$ cat src/rtl/axi_register_slice_if.sv
// AXI4 five-channel bundle (AW, W, B, AR, R) carried between slice ports.
// master: drives AW/W/AR payload+valid and B/R ready; slave: the reverse.
interface axi_register_slice_if #(
    parameter int ID_WIDTH     = 4,
    parameter int ADDR_WIDTH   = 32,
    parameter int DATA_WIDTH   = 32,
    parameter int STRB_WIDTH   = DATA_WIDTH / 8,
    parameter int AWUSER_WIDTH = 1,
    parameter int WUSER_WIDTH  = 1,
    parameter int BUSER_WIDTH  = 1,
    parameter int ARUSER_WIDTH = 1,
    parameter int RUSER_WIDTH  = 1
);
    logic [ID_WIDTH-1:0]     awid;
    logic [ADDR_WIDTH-1:0]   awaddr;
    logic [7:0]              awlen;
    logic [2:0]              awsize;
    logic [1:0]              awburst;
    logic                    awlock;
    logic [3:0]              awcache;
    logic [2:0]              awprot;
    logic [3:0]              awqos;
    logic [3:0]              awregion;
    logic [AWUSER_WIDTH-1:0] awuser;
    logic                    awvalid;
    logic                    awready;

    logic [DATA_WIDTH-1:0]   wdata;
    logic [STRB_WIDTH-1:0]   wstrb;
    logic                    wlast;
    logic [WUSER_WIDTH-1:0]  wuser;
    logic                    wvalid;
    logic                    wready;

    logic [ID_WIDTH-1:0]     bid;
    logic [1:0]              bresp;
    logic [BUSER_WIDTH-1:0]  buser;
    logic                    bvalid;
    logic                    bready;

    logic [ID_WIDTH-1:0]     arid;
    logic [ADDR_WIDTH-1:0]   araddr;
    logic [7:0]              arlen;
    logic [2:0]              arsize;
    logic [1:0]              arburst;
    logic                    arlock;
    logic [3:0]              arcache;
    logic [2:0]              arprot;
    logic [3:0]              arqos;
    logic [3:0]              arregion;
    logic [ARUSER_WIDTH-1:0] aruser;
    logic                    arvalid;
    logic                    arready;

    logic [ID_WIDTH-1:0]     rid;
    logic [DATA_WIDTH-1:0]   rdata;
    logic [1:0]              rresp;
    logic                    rlast;
    logic [RUSER_WIDTH-1:0]  ruser;
    logic                    rvalid;
    logic                    rready;

    modport master (
        output awid, awaddr, awlen, awsize, awburst, awlock,
        output awcache, awprot, awqos, awregion, awuser, awvalid,
        input  awready,
        output wdata, wstrb, wlast, wuser, wvalid,
        input  wready,
        input  bid, bresp, buser, bvalid,
        output bready,
        output arid, araddr, arlen, arsize, arburst, arlock,
        output arcache, arprot, arqos, arregion, aruser, arvalid,
        input  arready,
        input  rid, rdata, rresp, rlast, ruser, rvalid,
        output rready
    );

    modport slave (
        input  awid, awaddr, awlen, awsize, awburst, awlock,
        input  awcache, awprot, awqos, awregion, awuser, awvalid,
        output awready,
        input  wdata, wstrb, wlast, wuser, wvalid,
        output wready,
        output bid, bresp, buser, bvalid,
        input  bready,
        input  arid, araddr, arlen, arsize, arburst, arlock,
        input  arcache, arprot, arqos, arregion, aruser, arvalid,
        output arready,
        output rid, rdata, rresp, rlast, ruser, rvalid,
        input  rready
    );
endinterface

$ cat src/rtl/axi_register_slice.sv
// AXI4 register slice: per-channel bypass / forward register / skid buffer.
// Ports: clk, rst (async, active-low), s_axi (slave side), m_axi (master side).
module axi_slice_stage #(
    parameter int WIDTH = 1,
    parameter int MODE  = 2
) (
    input  logic             clk,
    input  logic             rst,
    input  logic [WIDTH-1:0] up_data,
    input  logic             up_valid,
    output logic             up_ready,
    output logic [WIDTH-1:0] dn_data,
    output logic             dn_valid,
    input  logic             dn_ready
);
    if (MODE == 0) begin : g_bypass
        logic unused_clk;
        assign unused_clk = clk;
        assign dn_data    = up_data;
        // Reset masks the pass-through handshake so no beat moves.
        assign dn_valid   = up_valid && rst;
        assign up_ready   = dn_ready && rst;
    end else if (MODE == 1) begin : g_fwd
        logic             valid_q;
        logic [WIDTH-1:0] data_q;

        assign up_ready = !valid_q || dn_ready;
        assign dn_valid = valid_q;
        assign dn_data  = data_q;

        always_ff @(posedge clk or negedge rst) begin
            if (!rst) begin
                valid_q <= 1'b0;
                data_q  <= '0;
            end else if (up_valid && up_ready) begin
                valid_q <= 1'b1;
                data_q  <= up_data;
            end else if (dn_ready) begin
                valid_q <= 1'b0;
            end
        end
    end else if (MODE == 2) begin : g_skid
        typedef enum logic [1:0] {EMPTY, ONE, TWO} state_t;

        state_t           state_q, state_d;
        logic             ready_q;
        logic [WIDTH-1:0] main_q, skid_q;
        logic             load_main, load_skid, main_from_skid;
        logic             accept, take;

        assign dn_valid = (state_q != EMPTY);
        assign dn_data  = main_q;
        assign up_ready = ready_q;
        assign accept   = up_valid && ready_q;
        assign take     = dn_valid && dn_ready;

        always_comb begin
            state_d        = state_q;
            load_main      = 1'b0;
            load_skid      = 1'b0;
            main_from_skid = 1'b0;
            unique case (state_q)
                EMPTY: begin
                    if (accept) begin
                        state_d   = ONE;
                        load_main = 1'b1;
                    end
                end
                ONE: begin
                    if (accept && take) begin
                        load_main = 1'b1;
                    end else if (accept) begin
                        state_d   = TWO;
                        load_skid = 1'b1;
                    end else if (take) begin
                        state_d = EMPTY;
                    end
                end
                TWO: begin
                    if (take) begin
                        state_d        = ONE;
                        main_from_skid = 1'b1;
                    end
                end
                default: state_d = EMPTY;
            endcase
        end

        // ready is a flop: it only drops while the skid holds a beat.
        always_ff @(posedge clk or negedge rst) begin
            if (!rst) begin
                state_q <= EMPTY;
                ready_q <= 1'b0;
                main_q  <= '0;
                skid_q  <= '0;
            end else begin
                state_q <= state_d;
                ready_q <= (state_d != TWO);
                if (load_main) begin
                    main_q <= up_data;
                end else if (main_from_skid) begin
                    main_q <= skid_q;
                end
                if (load_skid) begin
                    skid_q <= up_data;
                end
            end
        end
    end else begin : g_bad_mode
        $error("axi_slice_stage: MODE must be 0, 1 or 2");
    end
endmodule

module axi_register_slice #(
    parameter int ID_WIDTH     = 4,
    parameter int ADDR_WIDTH   = 32,
    parameter int DATA_WIDTH   = 32,
    parameter int STRB_WIDTH   = DATA_WIDTH / 8,
    parameter int AWUSER_WIDTH = 1,
    parameter int WUSER_WIDTH  = 1,
    parameter int BUSER_WIDTH  = 1,
    parameter int ARUSER_WIDTH = 1,
    parameter int RUSER_WIDTH  = 1,
    parameter int AW_MODE      = 2,
    parameter int W_MODE       = 2,
    parameter int B_MODE       = 2,
    parameter int AR_MODE      = 2,
    parameter int R_MODE       = 2
) (
    input  logic                 clk,
    input  logic                 rst,
    axi_register_slice_if.slave  s_axi,
    axi_register_slice_if.master m_axi
);
    // len+size+burst+lock+cache+prot+qos+region
    localparam int AX_W = 29;
    localparam int AW_W = ID_WIDTH + ADDR_WIDTH + AX_W + AWUSER_WIDTH;
    localparam int W_W  = DATA_WIDTH + STRB_WIDTH + 1 + WUSER_WIDTH;
    localparam int B_W  = ID_WIDTH + 2 + BUSER_WIDTH;
    localparam int AR_W = ID_WIDTH + ADDR_WIDTH + AX_W + ARUSER_WIDTH;
    localparam int R_W  = ID_WIDTH + DATA_WIDTH + 3 + RUSER_WIDTH;

    if (DATA_WIDTH % 8 != 0) begin : g_bad_data
        $error("axi_register_slice: DATA_WIDTH must be a multiple of 8");
    end

    logic [AW_W-1:0] aw_up, aw_dn;
    logic [W_W-1:0]  w_up, w_dn;
    logic [B_W-1:0]  b_up, b_dn;
    logic [AR_W-1:0] ar_up, ar_dn;
    logic [R_W-1:0]  r_up, r_dn;

    assign aw_up = {s_axi.awid, s_axi.awaddr, s_axi.awlen,
                    s_axi.awsize, s_axi.awburst, s_axi.awlock,
                    s_axi.awcache, s_axi.awprot, s_axi.awqos,
                    s_axi.awregion, s_axi.awuser};
    assign {m_axi.awid, m_axi.awaddr, m_axi.awlen,
            m_axi.awsize, m_axi.awburst, m_axi.awlock,
            m_axi.awcache, m_axi.awprot, m_axi.awqos,
            m_axi.awregion, m_axi.awuser} = aw_dn;

    assign w_up = {s_axi.wdata, s_axi.wstrb,
                   s_axi.wlast, s_axi.wuser};
    assign {m_axi.wdata, m_axi.wstrb,
            m_axi.wlast, m_axi.wuser} = w_dn;

    assign b_up = {m_axi.bid, m_axi.bresp, m_axi.buser};
    assign {s_axi.bid, s_axi.bresp, s_axi.buser} = b_dn;

    assign ar_up = {s_axi.arid, s_axi.araddr, s_axi.arlen,
                    s_axi.arsize, s_axi.arburst, s_axi.arlock,
                    s_axi.arcache, s_axi.arprot, s_axi.arqos,
                    s_axi.arregion, s_axi.aruser};
    assign {m_axi.arid, m_axi.araddr, m_axi.arlen,
            m_axi.arsize, m_axi.arburst, m_axi.arlock,
            m_axi.arcache, m_axi.arprot, m_axi.arqos,
            m_axi.arregion, m_axi.aruser} = ar_dn;

    assign r_up = {m_axi.rid, m_axi.rdata, m_axi.rresp,
                   m_axi.rlast, m_axi.ruser};
    assign {s_axi.rid, s_axi.rdata, s_axi.rresp,
            s_axi.rlast, s_axi.ruser} = r_dn;

    axi_slice_stage #(.WIDTH(AW_W), .MODE(AW_MODE)) u_aw (
        .clk      (clk),
        .rst      (rst),
        .up_data  (aw_up),
        .up_valid (s_axi.awvalid),
        .up_ready (s_axi.awready),
        .dn_data  (aw_dn),
        .dn_valid (m_axi.awvalid),
        .dn_ready (m_axi.awready)
    );

    axi_slice_stage #(.WIDTH(W_W), .MODE(W_MODE)) u_w (
        .clk      (clk),
        .rst      (rst),
        .up_data  (w_up),
        .up_valid (s_axi.wvalid),
        .up_ready (s_axi.wready),
        .dn_data  (w_dn),
        .dn_valid (m_axi.wvalid),
        .dn_ready (m_axi.wready)
    );

    axi_slice_stage #(.WIDTH(B_W), .MODE(B_MODE)) u_b (
        .clk      (clk),
        .rst      (rst),
        .up_data  (b_up),
        .up_valid (m_axi.bvalid),
        .up_ready (m_axi.bready),
        .dn_data  (b_dn),
        .dn_valid (s_axi.bvalid),
        .dn_ready (s_axi.bready)
    );

    axi_slice_stage #(.WIDTH(AR_W), .MODE(AR_MODE)) u_ar (
        .clk      (clk),
        .rst      (rst),
        .up_data  (ar_up),
        .up_valid (s_axi.arvalid),
        .up_ready (s_axi.arready),
        .dn_data  (ar_dn),
        .dn_valid (m_axi.arvalid),
        .dn_ready (m_axi.arready)
    );

    axi_slice_stage #(.WIDTH(R_W), .MODE(R_MODE)) u_r (
        .clk      (clk),
        .rst      (rst),
        .up_data  (r_up),
        .up_valid (m_axi.rvalid),
        .up_ready (m_axi.rready),
        .dn_data  (r_dn),
        .dn_valid (s_axi.rvalid),
        .dn_ready (s_axi.rready)
    );
endmodule

$ cat src/flat_wrapper.sv
// flat-port wrapper written by rule: the top's interface ports become plain ports
module axi_register_slice_flat 
#(
    parameter int ID_WIDTH     = 4,
    parameter int ADDR_WIDTH   = 32,
    parameter int DATA_WIDTH   = 32,
    parameter int STRB_WIDTH   = DATA_WIDTH / 8,
    parameter int AWUSER_WIDTH = 1,
    parameter int WUSER_WIDTH  = 1,
    parameter int BUSER_WIDTH  = 1,
    parameter int ARUSER_WIDTH = 1,
    parameter int RUSER_WIDTH  = 1,
    parameter int AW_MODE      = 2,
    parameter int W_MODE       = 2,
    parameter int B_MODE       = 2,
    parameter int AR_MODE      = 2,
    parameter int R_MODE       = 2
)
  (clk, rst, s_axi_awid, s_axi_awaddr, s_axi_awlen, s_axi_awsize, s_axi_awburst, s_axi_awlock, s_axi_awcache, s_axi_awprot, s_axi_awqos, s_axi_awregion, s_axi_awuser, s_axi_awvalid, s_axi_awready, s_axi_wdata, s_axi_wstrb, s_axi_wlast, s_axi_wuser, s_axi_wvalid, s_axi_wready, s_axi_bid, s_axi_bresp, s_axi_buser, s_axi_bvalid, s_axi_bready, s_axi_arid, s_axi_araddr, s_axi_arlen, s_axi_arsize, s_axi_arburst, s_axi_arlock, s_axi_arcache, s_axi_arprot, s_axi_arqos, s_axi_arregion, s_axi_aruser, s_axi_arvalid, s_axi_arready, s_axi_rid, s_axi_rdata, s_axi_rresp, s_axi_rlast, s_axi_ruser, s_axi_rvalid, s_axi_rready, m_axi_awid, m_axi_awaddr, m_axi_awlen, m_axi_awsize, m_axi_awburst, m_axi_awlock, m_axi_awcache, m_axi_awprot, m_axi_awqos, m_axi_awregion, m_axi_awuser, m_axi_awvalid, m_axi_awready, m_axi_wdata, m_axi_wstrb, m_axi_wlast, m_axi_wuser, m_axi_wvalid, m_axi_wready, m_axi_bid, m_axi_bresp, m_axi_buser, m_axi_bvalid, m_axi_bready, m_axi_arid, m_axi_araddr, m_axi_arlen, m_axi_arsize, m_axi_arburst, m_axi_arlock, m_axi_arcache, m_axi_arprot, m_axi_arqos, m_axi_arregion, m_axi_aruser, m_axi_arvalid, m_axi_arready, m_axi_rid, m_axi_rdata, m_axi_rresp, m_axi_rlast, m_axi_ruser, m_axi_rvalid, m_axi_rready);
  axi_register_slice_if #(.ID_WIDTH(ID_WIDTH), .ADDR_WIDTH(ADDR_WIDTH), .DATA_WIDTH(DATA_WIDTH), .STRB_WIDTH(STRB_WIDTH), .AWUSER_WIDTH(AWUSER_WIDTH), .WUSER_WIDTH(WUSER_WIDTH), .BUSER_WIDTH(BUSER_WIDTH), .ARUSER_WIDTH(ARUSER_WIDTH), .RUSER_WIDTH(RUSER_WIDTH)) s_axi_i ();
  axi_register_slice_if #(.ID_WIDTH(ID_WIDTH), .ADDR_WIDTH(ADDR_WIDTH), .DATA_WIDTH(DATA_WIDTH), .STRB_WIDTH(STRB_WIDTH), .AWUSER_WIDTH(AWUSER_WIDTH), .WUSER_WIDTH(WUSER_WIDTH), .BUSER_WIDTH(BUSER_WIDTH), .ARUSER_WIDTH(ARUSER_WIDTH), .RUSER_WIDTH(RUSER_WIDTH)) m_axi_i ();
  input  logic clk;
  input  logic rst;
  input wire logic [$bits(s_axi_i.awid)-1:0] s_axi_awid;
  input wire logic [$bits(s_axi_i.awaddr)-1:0] s_axi_awaddr;
  input wire logic [$bits(s_axi_i.awlen)-1:0] s_axi_awlen;
  input wire logic [$bits(s_axi_i.awsize)-1:0] s_axi_awsize;
  input wire logic [$bits(s_axi_i.awburst)-1:0] s_axi_awburst;
  input wire logic [$bits(s_axi_i.awlock)-1:0] s_axi_awlock;
  input wire logic [$bits(s_axi_i.awcache)-1:0] s_axi_awcache;
  input wire logic [$bits(s_axi_i.awprot)-1:0] s_axi_awprot;
  input wire logic [$bits(s_axi_i.awqos)-1:0] s_axi_awqos;
  input wire logic [$bits(s_axi_i.awregion)-1:0] s_axi_awregion;
  input wire logic [$bits(s_axi_i.awuser)-1:0] s_axi_awuser;
  input wire logic [$bits(s_axi_i.awvalid)-1:0] s_axi_awvalid;
  output wire logic [$bits(s_axi_i.awready)-1:0] s_axi_awready;
  input wire logic [$bits(s_axi_i.wdata)-1:0] s_axi_wdata;
  input wire logic [$bits(s_axi_i.wstrb)-1:0] s_axi_wstrb;
  input wire logic [$bits(s_axi_i.wlast)-1:0] s_axi_wlast;
  input wire logic [$bits(s_axi_i.wuser)-1:0] s_axi_wuser;
  input wire logic [$bits(s_axi_i.wvalid)-1:0] s_axi_wvalid;
  output wire logic [$bits(s_axi_i.wready)-1:0] s_axi_wready;
  output wire logic [$bits(s_axi_i.bid)-1:0] s_axi_bid;
  output wire logic [$bits(s_axi_i.bresp)-1:0] s_axi_bresp;
  output wire logic [$bits(s_axi_i.buser)-1:0] s_axi_buser;
  output wire logic [$bits(s_axi_i.bvalid)-1:0] s_axi_bvalid;
  input wire logic [$bits(s_axi_i.bready)-1:0] s_axi_bready;
  input wire logic [$bits(s_axi_i.arid)-1:0] s_axi_arid;
  input wire logic [$bits(s_axi_i.araddr)-1:0] s_axi_araddr;
  input wire logic [$bits(s_axi_i.arlen)-1:0] s_axi_arlen;
  input wire logic [$bits(s_axi_i.arsize)-1:0] s_axi_arsize;
  input wire logic [$bits(s_axi_i.arburst)-1:0] s_axi_arburst;
  input wire logic [$bits(s_axi_i.arlock)-1:0] s_axi_arlock;
  input wire logic [$bits(s_axi_i.arcache)-1:0] s_axi_arcache;
  input wire logic [$bits(s_axi_i.arprot)-1:0] s_axi_arprot;
  input wire logic [$bits(s_axi_i.arqos)-1:0] s_axi_arqos;
  input wire logic [$bits(s_axi_i.arregion)-1:0] s_axi_arregion;
  input wire logic [$bits(s_axi_i.aruser)-1:0] s_axi_aruser;
  input wire logic [$bits(s_axi_i.arvalid)-1:0] s_axi_arvalid;
  output wire logic [$bits(s_axi_i.arready)-1:0] s_axi_arready;
  output wire logic [$bits(s_axi_i.rid)-1:0] s_axi_rid;
  output wire logic [$bits(s_axi_i.rdata)-1:0] s_axi_rdata;
  output wire logic [$bits(s_axi_i.rresp)-1:0] s_axi_rresp;
  output wire logic [$bits(s_axi_i.rlast)-1:0] s_axi_rlast;
  output wire logic [$bits(s_axi_i.ruser)-1:0] s_axi_ruser;
  output wire logic [$bits(s_axi_i.rvalid)-1:0] s_axi_rvalid;
  input wire logic [$bits(s_axi_i.rready)-1:0] s_axi_rready;
  output wire logic [$bits(m_axi_i.awid)-1:0] m_axi_awid;
  output wire logic [$bits(m_axi_i.awaddr)-1:0] m_axi_awaddr;
  output wire logic [$bits(m_axi_i.awlen)-1:0] m_axi_awlen;
  output wire logic [$bits(m_axi_i.awsize)-1:0] m_axi_awsize;
  output wire logic [$bits(m_axi_i.awburst)-1:0] m_axi_awburst;
  output wire logic [$bits(m_axi_i.awlock)-1:0] m_axi_awlock;
  output wire logic [$bits(m_axi_i.awcache)-1:0] m_axi_awcache;
  output wire logic [$bits(m_axi_i.awprot)-1:0] m_axi_awprot;
  output wire logic [$bits(m_axi_i.awqos)-1:0] m_axi_awqos;
  output wire logic [$bits(m_axi_i.awregion)-1:0] m_axi_awregion;
  output wire logic [$bits(m_axi_i.awuser)-1:0] m_axi_awuser;
  output wire logic [$bits(m_axi_i.awvalid)-1:0] m_axi_awvalid;
  input wire logic [$bits(m_axi_i.awready)-1:0] m_axi_awready;
  output wire logic [$bits(m_axi_i.wdata)-1:0] m_axi_wdata;
  output wire logic [$bits(m_axi_i.wstrb)-1:0] m_axi_wstrb;
  output wire logic [$bits(m_axi_i.wlast)-1:0] m_axi_wlast;
  output wire logic [$bits(m_axi_i.wuser)-1:0] m_axi_wuser;
  output wire logic [$bits(m_axi_i.wvalid)-1:0] m_axi_wvalid;
  input wire logic [$bits(m_axi_i.wready)-1:0] m_axi_wready;
  input wire logic [$bits(m_axi_i.bid)-1:0] m_axi_bid;
  input wire logic [$bits(m_axi_i.bresp)-1:0] m_axi_bresp;
  input wire logic [$bits(m_axi_i.buser)-1:0] m_axi_buser;
  input wire logic [$bits(m_axi_i.bvalid)-1:0] m_axi_bvalid;
  output wire logic [$bits(m_axi_i.bready)-1:0] m_axi_bready;
  output wire logic [$bits(m_axi_i.arid)-1:0] m_axi_arid;
  output wire logic [$bits(m_axi_i.araddr)-1:0] m_axi_araddr;
  output wire logic [$bits(m_axi_i.arlen)-1:0] m_axi_arlen;
  output wire logic [$bits(m_axi_i.arsize)-1:0] m_axi_arsize;
  output wire logic [$bits(m_axi_i.arburst)-1:0] m_axi_arburst;
  output wire logic [$bits(m_axi_i.arlock)-1:0] m_axi_arlock;
  output wire logic [$bits(m_axi_i.arcache)-1:0] m_axi_arcache;
  output wire logic [$bits(m_axi_i.arprot)-1:0] m_axi_arprot;
  output wire logic [$bits(m_axi_i.arqos)-1:0] m_axi_arqos;
  output wire logic [$bits(m_axi_i.arregion)-1:0] m_axi_arregion;
  output wire logic [$bits(m_axi_i.aruser)-1:0] m_axi_aruser;
  output wire logic [$bits(m_axi_i.arvalid)-1:0] m_axi_arvalid;
  input wire logic [$bits(m_axi_i.arready)-1:0] m_axi_arready;
  input wire logic [$bits(m_axi_i.rid)-1:0] m_axi_rid;
  input wire logic [$bits(m_axi_i.rdata)-1:0] m_axi_rdata;
  input wire logic [$bits(m_axi_i.rresp)-1:0] m_axi_rresp;
  input wire logic [$bits(m_axi_i.rlast)-1:0] m_axi_rlast;
  input wire logic [$bits(m_axi_i.ruser)-1:0] m_axi_ruser;
  input wire logic [$bits(m_axi_i.rvalid)-1:0] m_axi_rvalid;
  output wire logic [$bits(m_axi_i.rready)-1:0] m_axi_rready;
  assign s_axi_i.awid = s_axi_awid;
  assign s_axi_i.awaddr = s_axi_awaddr;
  assign s_axi_i.awlen = s_axi_awlen;
  assign s_axi_i.awsize = s_axi_awsize;
  assign s_axi_i.awburst = s_axi_awburst;
  assign s_axi_i.awlock = s_axi_awlock;
  assign s_axi_i.awcache = s_axi_awcache;
  assign s_axi_i.awprot = s_axi_awprot;
  assign s_axi_i.awqos = s_axi_awqos;
  assign s_axi_i.awregion = s_axi_awregion;
  assign s_axi_i.awuser = s_axi_awuser;
  assign s_axi_i.awvalid = s_axi_awvalid;
  assign s_axi_awready = s_axi_i.awready;
  assign s_axi_i.wdata = s_axi_wdata;
  assign s_axi_i.wstrb = s_axi_wstrb;
  assign s_axi_i.wlast = s_axi_wlast;
  assign s_axi_i.wuser = s_axi_wuser;
  assign s_axi_i.wvalid = s_axi_wvalid;
  assign s_axi_wready = s_axi_i.wready;
  assign s_axi_bid = s_axi_i.bid;
  assign s_axi_bresp = s_axi_i.bresp;
  assign s_axi_buser = s_axi_i.buser;
  assign s_axi_bvalid = s_axi_i.bvalid;
  assign s_axi_i.bready = s_axi_bready;
  assign s_axi_i.arid = s_axi_arid;
  assign s_axi_i.araddr = s_axi_araddr;
  assign s_axi_i.arlen = s_axi_arlen;
  assign s_axi_i.arsize = s_axi_arsize;
  assign s_axi_i.arburst = s_axi_arburst;
  assign s_axi_i.arlock = s_axi_arlock;
  assign s_axi_i.arcache = s_axi_arcache;
  assign s_axi_i.arprot = s_axi_arprot;
  assign s_axi_i.arqos = s_axi_arqos;
  assign s_axi_i.arregion = s_axi_arregion;
  assign s_axi_i.aruser = s_axi_aruser;
  assign s_axi_i.arvalid = s_axi_arvalid;
  assign s_axi_arready = s_axi_i.arready;
  assign s_axi_rid = s_axi_i.rid;
  assign s_axi_rdata = s_axi_i.rdata;
  assign s_axi_rresp = s_axi_i.rresp;
  assign s_axi_rlast = s_axi_i.rlast;
  assign s_axi_ruser = s_axi_i.ruser;
  assign s_axi_rvalid = s_axi_i.rvalid;
  assign s_axi_i.rready = s_axi_rready;
  assign m_axi_awid = m_axi_i.awid;
  assign m_axi_awaddr = m_axi_i.awaddr;
  assign m_axi_awlen = m_axi_i.awlen;
  assign m_axi_awsize = m_axi_i.awsize;
  assign m_axi_awburst = m_axi_i.awburst;
  assign m_axi_awlock = m_axi_i.awlock;
  assign m_axi_awcache = m_axi_i.awcache;
  assign m_axi_awprot = m_axi_i.awprot;
  assign m_axi_awqos = m_axi_i.awqos;
  assign m_axi_awregion = m_axi_i.awregion;
  assign m_axi_awuser = m_axi_i.awuser;
  assign m_axi_awvalid = m_axi_i.awvalid;
  assign m_axi_i.awready = m_axi_awready;
  assign m_axi_wdata = m_axi_i.wdata;
  assign m_axi_wstrb = m_axi_i.wstrb;
  assign m_axi_wlast = m_axi_i.wlast;
  assign m_axi_wuser = m_axi_i.wuser;
  assign m_axi_wvalid = m_axi_i.wvalid;
  assign m_axi_i.wready = m_axi_wready;
  assign m_axi_i.bid = m_axi_bid;
  assign m_axi_i.bresp = m_axi_bresp;
  assign m_axi_i.buser = m_axi_buser;
  assign m_axi_i.bvalid = m_axi_bvalid;
  assign m_axi_bready = m_axi_i.bready;
  assign m_axi_arid = m_axi_i.arid;
  assign m_axi_araddr = m_axi_i.araddr;
  assign m_axi_arlen = m_axi_i.arlen;
  assign m_axi_arsize = m_axi_i.arsize;
  assign m_axi_arburst = m_axi_i.arburst;
  assign m_axi_arlock = m_axi_i.arlock;
  assign m_axi_arcache = m_axi_i.arcache;
  assign m_axi_arprot = m_axi_i.arprot;
  assign m_axi_arqos = m_axi_i.arqos;
  assign m_axi_arregion = m_axi_i.arregion;
  assign m_axi_aruser = m_axi_i.aruser;
  assign m_axi_arvalid = m_axi_i.arvalid;
  assign m_axi_i.arready = m_axi_arready;
  assign m_axi_i.rid = m_axi_rid;
  assign m_axi_i.rdata = m_axi_rdata;
  assign m_axi_i.rresp = m_axi_rresp;
  assign m_axi_i.rlast = m_axi_rlast;
  assign m_axi_i.ruser = m_axi_ruser;
  assign m_axi_i.rvalid = m_axi_rvalid;
  assign m_axi_rready = m_axi_i.rready;
  axi_register_slice #(.ID_WIDTH(ID_WIDTH), .ADDR_WIDTH(ADDR_WIDTH), .DATA_WIDTH(DATA_WIDTH), .STRB_WIDTH(STRB_WIDTH), .AWUSER_WIDTH(AWUSER_WIDTH), .WUSER_WIDTH(WUSER_WIDTH), .BUSER_WIDTH(BUSER_WIDTH), .ARUSER_WIDTH(ARUSER_WIDTH), .RUSER_WIDTH(RUSER_WIDTH), .AW_MODE(AW_MODE), .W_MODE(W_MODE), .B_MODE(B_MODE), .AR_MODE(AR_MODE), .R_MODE(R_MODE)) u_core (.clk(clk), .rst(rst), .s_axi(s_axi_i), .m_axi(m_axi_i));
endmodule
$ cat config.mk
export PLATFORM = sky130hd
export DESIGN_NAME = axi_register_slice_flat
export DESIGN_NICKNAME = d
export VERILOG_FILES = /design/src/rtl/axi_register_slice_if.sv /design/src/rtl/axi_register_slice.sv /design/src/flat_wrapper.sv
export SDC_FILE = /design/constraint.sdc
export NUM_CORES = 1
export LEC_CHECK = 0
export ABC_AREA = 1
export CORE_MARGIN = 3
export CORE_UTILIZATION = 50
export CTS_BUF_LIST = sky130_fd_sc_hd__clkbuf_4
export CTS_CLUSTER_DIAMETER = 50
export DETAILED_ROUTE_END_ITERATION = 10
export PLACE_DENSITY_LB_ADDON = 0.08
export SLEW_MARGIN = 20
export SYNTH_ARGS = -nofsm -noshare
export SYNTH_HDL_FRONTEND = slang
export SYNTH_SLANG_ARGS = --single-unit
$ cat constraint.sdc
create_clock -name clk -period 2 [get_ports clk]
set_clock_uncertainty 0.15 [all_clocks]
set_input_delay 0.2 -clock clk [delete_from_list [all_inputs] [get_ports clk]]
set_output_delay 0.2 -clock clk [all_outputs]
set_load 0.02 [all_outputs]
[Yosys cells after proc, flatten, opt, wreduce, memory -nomap -nowiden]
Cells that the tools add are included.
Storage, ports and cells
  register bits after elaboration: 449
  latch bits: 0
  RAM bits: 0
  ROM bits: 0
  input bits: 229
  output and inout port bits: 227
  logic and storage cells: 140
  memories: 0
Operators by class
  add/subtract/negate cells: 0
  multipliers: 0
  divide/modulo/power cells: 0
  order comparisons: 0
  equality and inequality tests: 15
  shifts and indexed selects: 0
  muxes and demuxes: 75
  bitwise logic cells: 0
  reductions and logical operators: 30
Operator list (number)
  two-way mux 66 bit: 4
  two-way mux 40 bit: 2
  two-way mux 38 bit: 2
  two-way mux 2 bit: 25
  two-way mux 1 bit: 30
  one-hot mux 2 bit (3 select lines): 5
  nonzero test 2 bit: 10
  logical AND 1 bit: 15
  two-way mux 7 bit: 2
  == test 2 x 1 -> 1 bit, second input constant: 5
  == test 2 bit, second input constant: 5
  zero test 2 bit: 5
  != test 2 bit, second input constant: 5
  one-hot mux 1 bit (2 select lines): 5

[Longest topological paths before layout]
  depth in word-level cells: 7
  gate-level depth with buffers: 9
  mapped depth without buffers: 6

[Modules after synthesis]
Synthesis repeated with hierarchy kept, for this count alone.
Unflattened totals
  cell total of the unflattened synthesis: 2739
  area total of the unflattened synthesis: 21941.0 sq um
By module, submodules not included
  axi_slice_stage at u_core.u_ar ...: instances 2, cells each 822, area each 6528.8 sq um, seq. area each 3378.2 sq um
  axi_slice_stage at u_core.u_r: instances 1, cells each 506, area each 4126.5 sq um, seq. area each 2077.0 sq um
  axi_slice_stage at u_core.u_w: instances 1, cells each 483, area each 3832.4 sq um, seq. area each 1976.9 sq um
  axi_slice_stage at u_core.u_b: instances 1, cells each 106, area each 924.6 sq um, seq. area each 425.4 sq um

[Least setup slack after synthesis]
No wires, ideal clock.
  path type: reg-to-reg
  start: reg u_core.u_aw.g_skid.ready_q, in the netlist u_core.u_aw.up_ready
  end: reg u_core.u_aw.g_skid.main_q[10], in the netlist u_core.u_aw.dn_data[10]
  library setup time: 0.117 ns
  data arrival time: 1.276 ns
  data required time: 1.733 ns
  slack: 0.457 ns
  cell stages (with the launch flop): 8
  path buffers: 2
  period minus slack after synthesis: 1.543 ns
  cells stage by stage: dfrtp_1 -> nand2_1 -> nor2_8 -> nand2_2 -> buf_4 -> buf_4 -> nand3_1 -> nand2_1
On the way
  longest elaborated chain between the ends: 5
  elaborated cells between the ends (all ways): 7
  classes of those cells: mux: 4; reduce/logical: 3
RTL lines
  start, declared: line axi_register_slice.sv:46  | logic ready_q;
  start signal, assigned: line axi_register_slice.sv:98  | ready_q <= (state_d != TWO);
  logical AND 1 bit *: line axi_register_slice.sv:54  | assign accept = up_valid && ready_q;
  logical AND 1 bit: line axi_register_slice.sv:70  | if (accept && take) begin
  two-way mux 1 bit: line axi_register_slice.sv:70
  one-hot mux 1 bit (2 select lines) *: line axi_register_slice.sv:62  | unique case (state_q)
  two-way mux 66 bit or nonzero test 2 bit (tied branches)
  end signal, assigned: line axi_register_slice.sv:100  | main_q <= up_data;
  end signal, assigned: line axi_register_slice.sv:102  | main_q <= skid_q;
  end, declared: line axi_register_slice.sv:47  | logic [WIDTH-1:0] main_q, skid_q;
Mark *: on every way between the ends. The rest lies on a longest branch, timed or not.
A chain may end at the register's enable or synchronous reset.

[Worst setup path in the final report]
  start: reg u_core.u_ar.g_skid.state_q[0]
  end: out m_axi_arvalid
On the way
  longest elaborated chain between the ends: 1
RTL lines
  start, declared: line axi_register_slice.sv:45  | state_t state_q, state_d;
  start signal, assigned: line axi_register_slice.sv:97  | state_q <= state_d;
  nonzero test 2 bit: line axi_register_slice.sv:51  | assign dn_valid = (state_q != EMPTY);
  end, declared: line flat_wrapper.sv:103  | output wire logic [$bits(m_axi_i.arvalid)-1:0] m_axi_arvalid;
Every way passes these cells.

==> impl_metrics.ini <==
[run_status]
outcome = finished with violations
violations = negative setup slack

[min_path]
hold_path_class = in2reg
min_from = s_axi_awvalid

[sta]
finalHoldViolCount = 0
holdWs_ps = 150
drv_slew = 0
fin_crit_sh = 1.00
tightest_slew_ps = 650
setup_viol = 1
rsz0062_at_grt = yes
fin_crit_ps = 2010
slew_headroom = 0.567
setup_ws_ps = -5.94
fmax_mhz = 499

[logic_synthesis]
syn_avg_cell_area_um2 = 7.89
syn_inst = 2725
yosys.cell_types.count = 18
ys_seq_elements = 449
synth_fp_nets = 2954
syn_area_um2 = 21500
synth_warnings = 0
ys_seq_area_frac = 0.523

[route]
drt_iter0_markers = 2343
wl_per_cell_um = 17.5
vias = 22036
firstDrtPassIters = 6
post-route-drc-count = 0
final_antenna_net_count = 0
via_per_inst = 5.47
totalWireLength_um = 70700

[layout]
fillers = 3278
final_common_cell = nand2_1
design_area_um2 = 30200
syn_to_final_growth_pct = 40.6
nets = 3624
layout_common_cells = nand2_1 (891), nand3_1 (444), dfrtp_1 (443), inv_1 (230), dlygate4sd3_1 (228)
drive_gt1_frac = 0.125

[power_and_ir_drop]
powerDensity_nw_per_um2 = 1430
power.leakage_nw = 15.6
vdd_drop_max_v = 0.00102

[floorplan]
die_x_um = 213
start_util = 0.509
fp.dieH_um = 213
num_rows = 75
design.die.area_um2 = 45500
coreArea_um2 = 42200
io_pins = 456

[worst_setup_path]
worst-path-max-fanout = 4
path_class = reg2out
crit_chain = nor2_4, inv_2, buf_6
critical_path_buf_inv_count = 2
cp.arrival_ps = 1660
slowest_delay_ps = 450
start_kind = flop
timing.critical_path.slowest_stage_cell = dfrtp_2
crit_path_start = u_core.u_ar.g_skid.state_q[0]
crit_required_ps = 1650
cpLargestDelayFamily = flip-flops
r2r_start = u_core.u_aw.g_skid.state_q[1]
end_kind = output pin

[grt]
grt-ovfl-total = 0
grt_pass1_wl_um = 113000
grt_antenna_before_repair = 7
grt_pass1_vias = 21585
grt_max_degree = 77
gr-usage-all-layers = 0.306

[place]
place.gp.congestion = 0.880
port_buffers = 455
dpl_cell_area_um2 = 26600
dp_hpwl_um = 43700

[clock_tree]
cts_htree_levels = 3
cts.sinks = 449
root_buffer = clkbuf_4
clockBufferDepth = 3
cts_buffers = 117
clock_latency_ps = 870
cts_tree = built
cts.clk_slew.worst_paths_ps = 80

[job]
maxCapViolations = 0
==> layout make-up <==
| type | instances | area [um2] | share of cell area |
|---|---|---|---|
| clock inverters | 17 | 93.8 | 0.00310 |
| clock buffers | 184 | 1380 | 0.0457 |
| flip-flops and latches | 449 | 11200 | 0.372 |
| inverters | 246 | 923 | 0.0305 |
| diodes | 16 | 40.0 | 0.00132 |
| well taps | 539 | 674 | 0.0223 |
| multi-input cells | 1800 | 8260 | 0.273 |
| repair buffers | 781 | 7620 | 0.252 |
==> power breakdown <==
group	total, mW	leakage (nW)	internal [mW]	switching [mW]
Combinational	18.7	9.33	6.97	11.8
Clock	8.05	0.890	4.24	3.81
Sequential	16.4	5.40	13.6	2.85
==> flip-flops by register name (all words and copies together) (netlist names), 7 cells and up <==
name / flops
u_core.u_ar.dn_data: 66
u_core.u_ar.g_skid.skid_q: 66
u_core.u_aw.dn_data: 66
u_core.u_aw.g_skid.skid_q: 66
u_core.u_b.dn_data: 7
u_core.u_b.g_skid.skid_q: 7
u_core.u_r.dn_data: 40
u_core.u_r.g_skid.skid_q: 40
u_core.u_w.dn_data: 38
u_core.u_w.g_skid.skid_q: 38
==> per-layer routing <==
layer	vias to the layer above	wire length, um	GRT usage
li1	10339	-	-
met1	10420	28400	0.401
met2	1081	33600	0.485
met3	192	5500	0.0699
met4	4	3170	0.148
met5	-	27	0
==> what timing repair did <==
action                     in CTS  in global routing
resized for setup             392                133
setup endpoints to repair     227                106
buffers inserted                8                  7
hold buffers                  229                  0
pin swaps                       1                  2
hold endpoints to repair      896                  0
==> tightest hold or removal path, cell delays in order <==
cell and delay [ps]:
clkdlybuf4s50_1 450, nand2_1 240, nand3_1 120, nand3_1 90, inv_1 40
==> final timing paths <==
path                                                 endpoint  slack [ps]  cells past startpoint
max in group asynchronous        u_core.u_r.g_skid.skid_q[26]         670                      6
min in group asynchronous       u_core.u_aw.g_skid.skid_q[22]         340                      4
worst min register to register  u_core.u_aw.g_skid.skid_q[28]         340                      2
worst max register to register        u_core.u_aw.dn_data[32]         140                      8
worst min-delay path            u_core.u_aw.g_skid.state_q[0]         150                      5
worst max-delay path                            m_axi_arvalid          -6                      3
==> stage by stage <==
stage	worst slack, ps	setup TNS, ps	std cells	power (mW)	util
floorplan	457	0	2725	27.0	-
global placement	72.3	0	3571	35.4	0.630
detailed placement	26.5	0	3571	35.9	0.630
CTS	-83.7	-83.7	4009	43.2	0.718
global route	-153	-7420	4030	46.2	0.716
finish	-5.94	-5.94	4032	43.2	0.716
==> cells in the mapped netlist <==
cell type  instances  area, um2
buf_6              3       33.8
clkbuf_2           4       20.0
buf_4             35        263
nand2_2            9       56.3
clkbuf_1          79        297
nor2_1             8       30.0
nand4_1          217       1360
inv_2             11       41.3
buf_2            103        515
dfrtp_1          449      11200
nor2_8             1       20.0
nor2_4             3       33.8
nand3_1          446       2230
o21ai_1          122        611
inv_1            235        882
buf_1              6       22.5
o21ai_0           97        485
nand2_1          897       3370
==> kinds of logic after synthesis <==
kind of cell           share of synthesized area
buffers and inverters                     0.0965
DFF                                        0.523
and+or+nand+nor                            0.330
AOI/OAI and AO/OA                         0.0510
(Power assumes the default switching activity.)
==> RTL change 1 (config.mk and constraints unchanged) <==
Encoding of `state_t`: now one-hot (3 bits for 3 states).
--- a/src/rtl/axi_register_slice.sv
+++ b/src/rtl/axi_register_slice.sv
@@ -40,7 +40,7 @@
             end
         end
     end else if (MODE == 2) begin : g_skid
-        typedef enum logic [1:0] {EMPTY, ONE, TWO} state_t;
+        typedef enum logic [2:0] {EMPTY = 3'b001, ONE = 3'b010, TWO = 3'b100} state_t;
 
         state_t           state_q, state_d;
         logic             ready_q;
Check against the original RTL: no difference found for any inputs over 4 cycles, from zero or initial values and one cycle with rst low; so few cycles prove little.
==> RTL change 1 against the original RTL <==
The flow still finishes with violations (setup timing); sequential cell count grew 5; total power shrank 3.2%; area after synthesis shrank 6.6%; routed wire length shrank 2.3%; utilization grew 4.1 points; setup slack lost 0.11 ns; die area shrank 6.4%; maximum frequency shrank 5.4%; sequential share of layout area grew 1.1 points; design area shrank 1.8%; hold slack lost 0.055 ns; synthesized cell count shrank 11%; via count shrank 7.0%; largest cell class unchanged; largest power group unchanged.
==> RTL change 1: results (changes against the original RTL) <==
----------------------------------------------------
[Run status]
  Status ... finished with violations
  Failing checks ... setup timing

[Placement]
  Number of cells in the design after placement ... 3,298 (-7.6%)
  Last weighted congestion value of the routability-driven placer ... 0.865 (-1.7%)
  Worst slack, placed ... 0.0984 ns (+0.0719 ns)
  Area post-placement ... 25,500 um^2 (-4.1%)

[Pwr]
  Leakage dissipation ... 14.8 nW (-4.9%)
  VDD IR-drop max ... 0.926 mV (-9.6%)

[GRT]
  Wire length of the first global-routing pass ... 106,000 um (-6.0%)
  Largest net degree at the start of global routing ... 73 (-5.2%)
  Via count of the first global-routing pass ... 20,100 (-7.1%)

[Route]
  Total routed wire length on the met1 layer ... 26,300 um (-7.5%)
  Detail Route met2 WL ... 33,000 um (-1.7%)
  Met3 Wirelength ... 6320 um (+15%)

[Clock tree]
  TritonCTS Buffers ... 119 (+1.7%)
  Later-pin clock latency in the skew report ... 0.81 ns (-0.06 ns)
  Clock-pin slew on the worst setup and hold paths ... 0.06 ns (-0.02 ns)

[Yosys]
  Most area-consuming cells after synthesis ... sky130_fd_sc_hd__dfrtp_1 (56%), sky130_fd_sc_hd__nand2_1 (13%), sky130_fd_sc_hd__nand4_1 (6.8%), sky130_fd_sc_hd__inv_1 (4.4%), sky130_fd_sc_hd__nand3_1 (4.4%)
  Post-Synthesis Net Count ... 2,641 (-11%)
  Part of the Yosys area used for sequential elements ... 56.6% (+4.4 points)
  Number of instances in the synthesized netlist ... 2,412 (-11%)

[Timing]
  Worst-case setup margin in the final layout ... -0.120 ns (-0.114 ns)
  Final setup TNS ... -0.193 ns (-0.187 ns)
  Number of setup violations in the final report ... 2 (+1)
  Transition time at the pin with the least slew margin ... 0.561 ns (-0.0885 ns)

[Worst hold path]
  Min-Delay Startpoint ... s_axi_arvalid

[Setup path]
  Data arrival time at the worst-slack endpoint ... 1.77 ns (+0.11 ns)
  Reg-to-reg critical path startpoint ... u_core.u_r.g_skid.state_q[0]
  Source of the critical timing path ... u_core.u_ar.g_skid.state_q[0]

[Layout]
  Net count reported at finish ... 3,395 (-6.3%)
  Share of cells above drive strength 1 ... 11.6% (-0.96 points)

----------------------------------------------------
## RTL change 1: changes by cell type in the layout (fill, tap and decap cells not counted), sizes merged, moves of 5 or more
cell / before / now
nor2: 12 / 152
a21oi: 0 / 68
buf: 112 / 118
clkbuf: 238 / 199
nand2: 906 / 705
diode: 16 / 3
inv: 248 / 242
nand3: 446 / 179
clkdlybuf4s15: 99 / 33
dlygate4sd2: 63 / 186
o211ai: 0 / 5
dfstp: 0 / 5
## RTL change 1: cells by family after synthesis
| family | Yosys count |
|---|---|
| buf+inv | 409 |
| simple gates | 1254 |
| compound gates | 295 |
| flops | 454 |
## RTL change 1: power groups by stage
stage | sequential [mW] | combinational, mW | clock, mW
finish | 16.5 | 17.1 | 8.17
global route | 16.9 | 18.8 | 8.90
CTS | 16.4 | 16.5 | 8.35
detailed placement | 16.5 | 17.1 | 0
global placement | 16.4 | 16.7 | 0
floorplan | 18.3 | 7.08 | 0
## RTL change 1: layer usage
metal	vias to the layer above	global-route usage (%)
met5	-	0
met2	1152	49.3
li1	9452	-
met4	2	15.4
met3	222	6.55
met1	9665	40.9
## RTL change 1: worst max-delay path: cells and delay by family, from the launching register on
kind / cells / cell delay [ns]
flops: 1 / 0.54
simple gates: 2 / 0.23
buf+inv: 2 / 0.18
## RTL change 1: path summary, 6_finish.rpt
| path | to | slack [ns] | depth (start not counted) |
|---|---|---|---|
| max in group asynchronous | u_core.u_r.dn_data[19] | 0.77 | 5 |
| setup reg to reg | u_core.u_r.dn_data[11] | 0.09 | 10 |
| hold reg to reg | u_core.u_aw.dn_data[10] | 0.31 | 2 |
| setup / recovery | m_axi_arvalid | -0.12 | 4 |
| hold / removal | u_core.u_ar.g_skid.state_q[1] | 0.09 | 5 |
| min in group asynchronous | u_core.u_ar.dn_data[60] | 0.47 | 4 |
## RTL change 1: area by class of cell
| type | count | area [um^2] |
|---|---|---|
| Sequential cell | 454 | 11400 |
| Fill cell | 2793 | 9510 |
| Timing Repair Buffer | 802 | 8050 |
| Multi-Input combinational cell | 1550 | 7180 |
| Clock buffer | 188 | 1410 |
| Inverter | 239 | 897 |
| Tap cell | 518 | 648 |
| Clock inverter | 22 | 116 |
| Antenna cell | 3 | 7.51 |
## RTL change 1: what timing repair did
item / CTS / global route
hold buffers: 229 / 0
cloned: 0 / 14
endpoints found under the setup margin: 227 / 106
pin swaps: 7 / 11
hold endpoints to repair: 907 / 0
buffers inserted: 20 / 7
gates resized for setup: 298 / 49
==> RTL change 2 (same flow settings) <==
Made on the original files. `ID_WIDTH` is set to 4 in 3 places; all go to 6.
--- a/src/rtl/axi_register_slice_if.sv
+++ b/src/rtl/axi_register_slice_if.sv
@@ -1,7 +1,7 @@
 // AXI4 five-channel bundle (AW, W, B, AR, R) carried between slice ports.
 // master: drives AW/W/AR payload+valid and B/R ready; slave: the reverse.
 interface axi_register_slice_if #(
-    parameter int ID_WIDTH     = 4,
+    parameter int ID_WIDTH     = 6,
     parameter int ADDR_WIDTH   = 32,
     parameter int DATA_WIDTH   = 32,
     parameter int STRB_WIDTH   = DATA_WIDTH / 8,
--- a/src/rtl/axi_register_slice.sv
+++ b/src/rtl/axi_register_slice.sv
@@ -112,7 +112,7 @@
 endmodule
 
 module axi_register_slice #(
-    parameter int ID_WIDTH     = 4,
+    parameter int ID_WIDTH     = 6,
     parameter int ADDR_WIDTH   = 32,
     parameter int DATA_WIDTH   = 32,
     parameter int STRB_WIDTH   = DATA_WIDTH / 8,
--- a/src/flat_wrapper.sv
+++ b/src/flat_wrapper.sv
@@ -1,7 +1,7 @@
 // flat-port wrapper written by rule: the top's interface ports become plain ports
 module axi_register_slice_flat 
 #(
-    parameter int ID_WIDTH     = 4,
+    parameter int ID_WIDTH     = 6,
     parameter int ADDR_WIDTH   = 32,
     parameter int DATA_WIDTH   = 32,
     parameter int STRB_WIDTH   = DATA_WIDTH / 8,
Interface: changed (8 resized); port bits go from 456 to 472. The function was not compared with the original's and may differ.
==> RTL change 2 against the original RTL <==
Register-to-register slack better by 0.02 ns; total power grew 4.8%; synthesized cell count is 3.4% higher; setup slack improved by 0.069 ns; area after synthesis is 3.4% higher; design area rose by 4.4%; routed wire length is 8.3% higher; sequential cell count up 16; critical path depth unchanged.
==> RTL change 2: results (changes against the original RTL) <==
----------------------------------------------------
[Run status]
  Status ... finished clean

[Setup path]
  Largest stage delay on the critical path ... 0.43 ns (-0.02 ns)
  Endpoint of the worst register-to-register path ... u_core.u_ar.dn_data[0]
  Largest fanout on the critical path ... 2 (-2)
  Source of the critical timing path ... u_core.u_aw.g_skid.state_q[1]
  Reg-to-reg critical path startpoint ... u_core.u_ar.g_skid.state_q[1]
  Critical Path Sink ... m_axi_awvalid
  Data arrival time at the worst-slack endpoint ... 1.59 ns (-0.07 ns)
  Reg-to-reg setup timing slack ... 0.16 ns (+0.02 ns)

[Layout]
  Plain + repair buffers ... 805 (+3.1%)
  Net count reported at finish ... 3,757 (+3.7%)
  Relative area of clock buffers and inverters in the final design ... 5.11% (+0.23 points)
  Fraction of area in multi-input gates ... 27.1% (-0.20 points)
  Fill cell count ... 3,329 (+1.6%)
  Fraction of area in registers ... 36.9% (-0.31 points)
  Synthesis-to-layout area growth ... 41.9%
  Buffering overhead ... 25.5% (+0.31 points)
  Share of cells above drive strength 1 ... 11.3% (-1.2 points)
  #MultiIn Comb ... 1,864 (+3.6%)
  Sequential cell area ... 11,600 um^2 (+3.6%)
  Clock buffer count ... 198 (+7.6%)

[Pwr]
  Combinational cell fraction of total power ... 43.2% (-0.2 points)
  Tot Pwr ... 45.3 mW (+4.8%)
  VDD IR-drop max ... 0.960 mV (-6.3%)
  Leakage dissipation ... 16.3 nW (+4.2%)

[Yosys]
  Top cells by count, synth ... sky130_fd_sc_hd__nand2_1 (930), sky130_fd_sc_hd__dfrtp_1 (465), sky130_fd_sc_hd__nand3_1 (461)
  Syn_area_per_cell ... 7.89 um^2 (about the same)

[Route]
  Routed wire length ... 76,600 um (+8.3%)
  Total via count after detailed routing ... 23,300 (+5.6%)

[Timing]
  Final worst hold slack ... 0.0919 ns (-0.0579 ns)

[GRT]
  Wire length of the first global-routing pass ... 123,000 um (+8.8%)
  Largest net degree at the start of global routing ... 97 (+26%)
  Number of antenna violations at the first check in global routing ... 3 (-4)

[Placement]
  Last weighted congestion value of the routability-driven placer ... 0.860 (-2.4%)
  DP HPWL ... 46,700 um (+7.0%)
  Number of cells in the design after placement ... 3,728 (+4.4%)

[Clock tree]
  Later-pin clock latency in the skew report ... 0.84 ns (-0.03 ns)

----------------------------------------------------
-- RTL change 2: repair_timing --
action / 4_1_cts / 5_1_grt
endpoints found under the hold margin: 929 / 0
hold buffers: 237 / 0
resized for setup: 407 / 57
buffers inserted: 8 / 0
pin swaps: 2 / 1
endpoints found under the setup margin: 235 / 55
-- RTL change 2: kinds of logic after synthesis --
logic type / synth area share [%]
buffers and inverters: 9.41
and+or+nand+nor: 33.2
AOI/OAI and AO/OA: 5.11
DFF: 52.3
-- RTL change 2: tightest hold or removal path: cells and delay by family --
family                 cells  cell delay (ns)
buffers and inverters      2             0.46
and+or+nand+nor            3             0.40
-- RTL change 2: per-layer routing --
metal,track usage (%),vias to the layer above,part of all wire [%]
li1,-,10700,-
met1,41.6,11100,39
met2,51.0,1238,48
met3,7.79,227,8.5
met4,14.9,2,4.2
met5,0,-,0.014
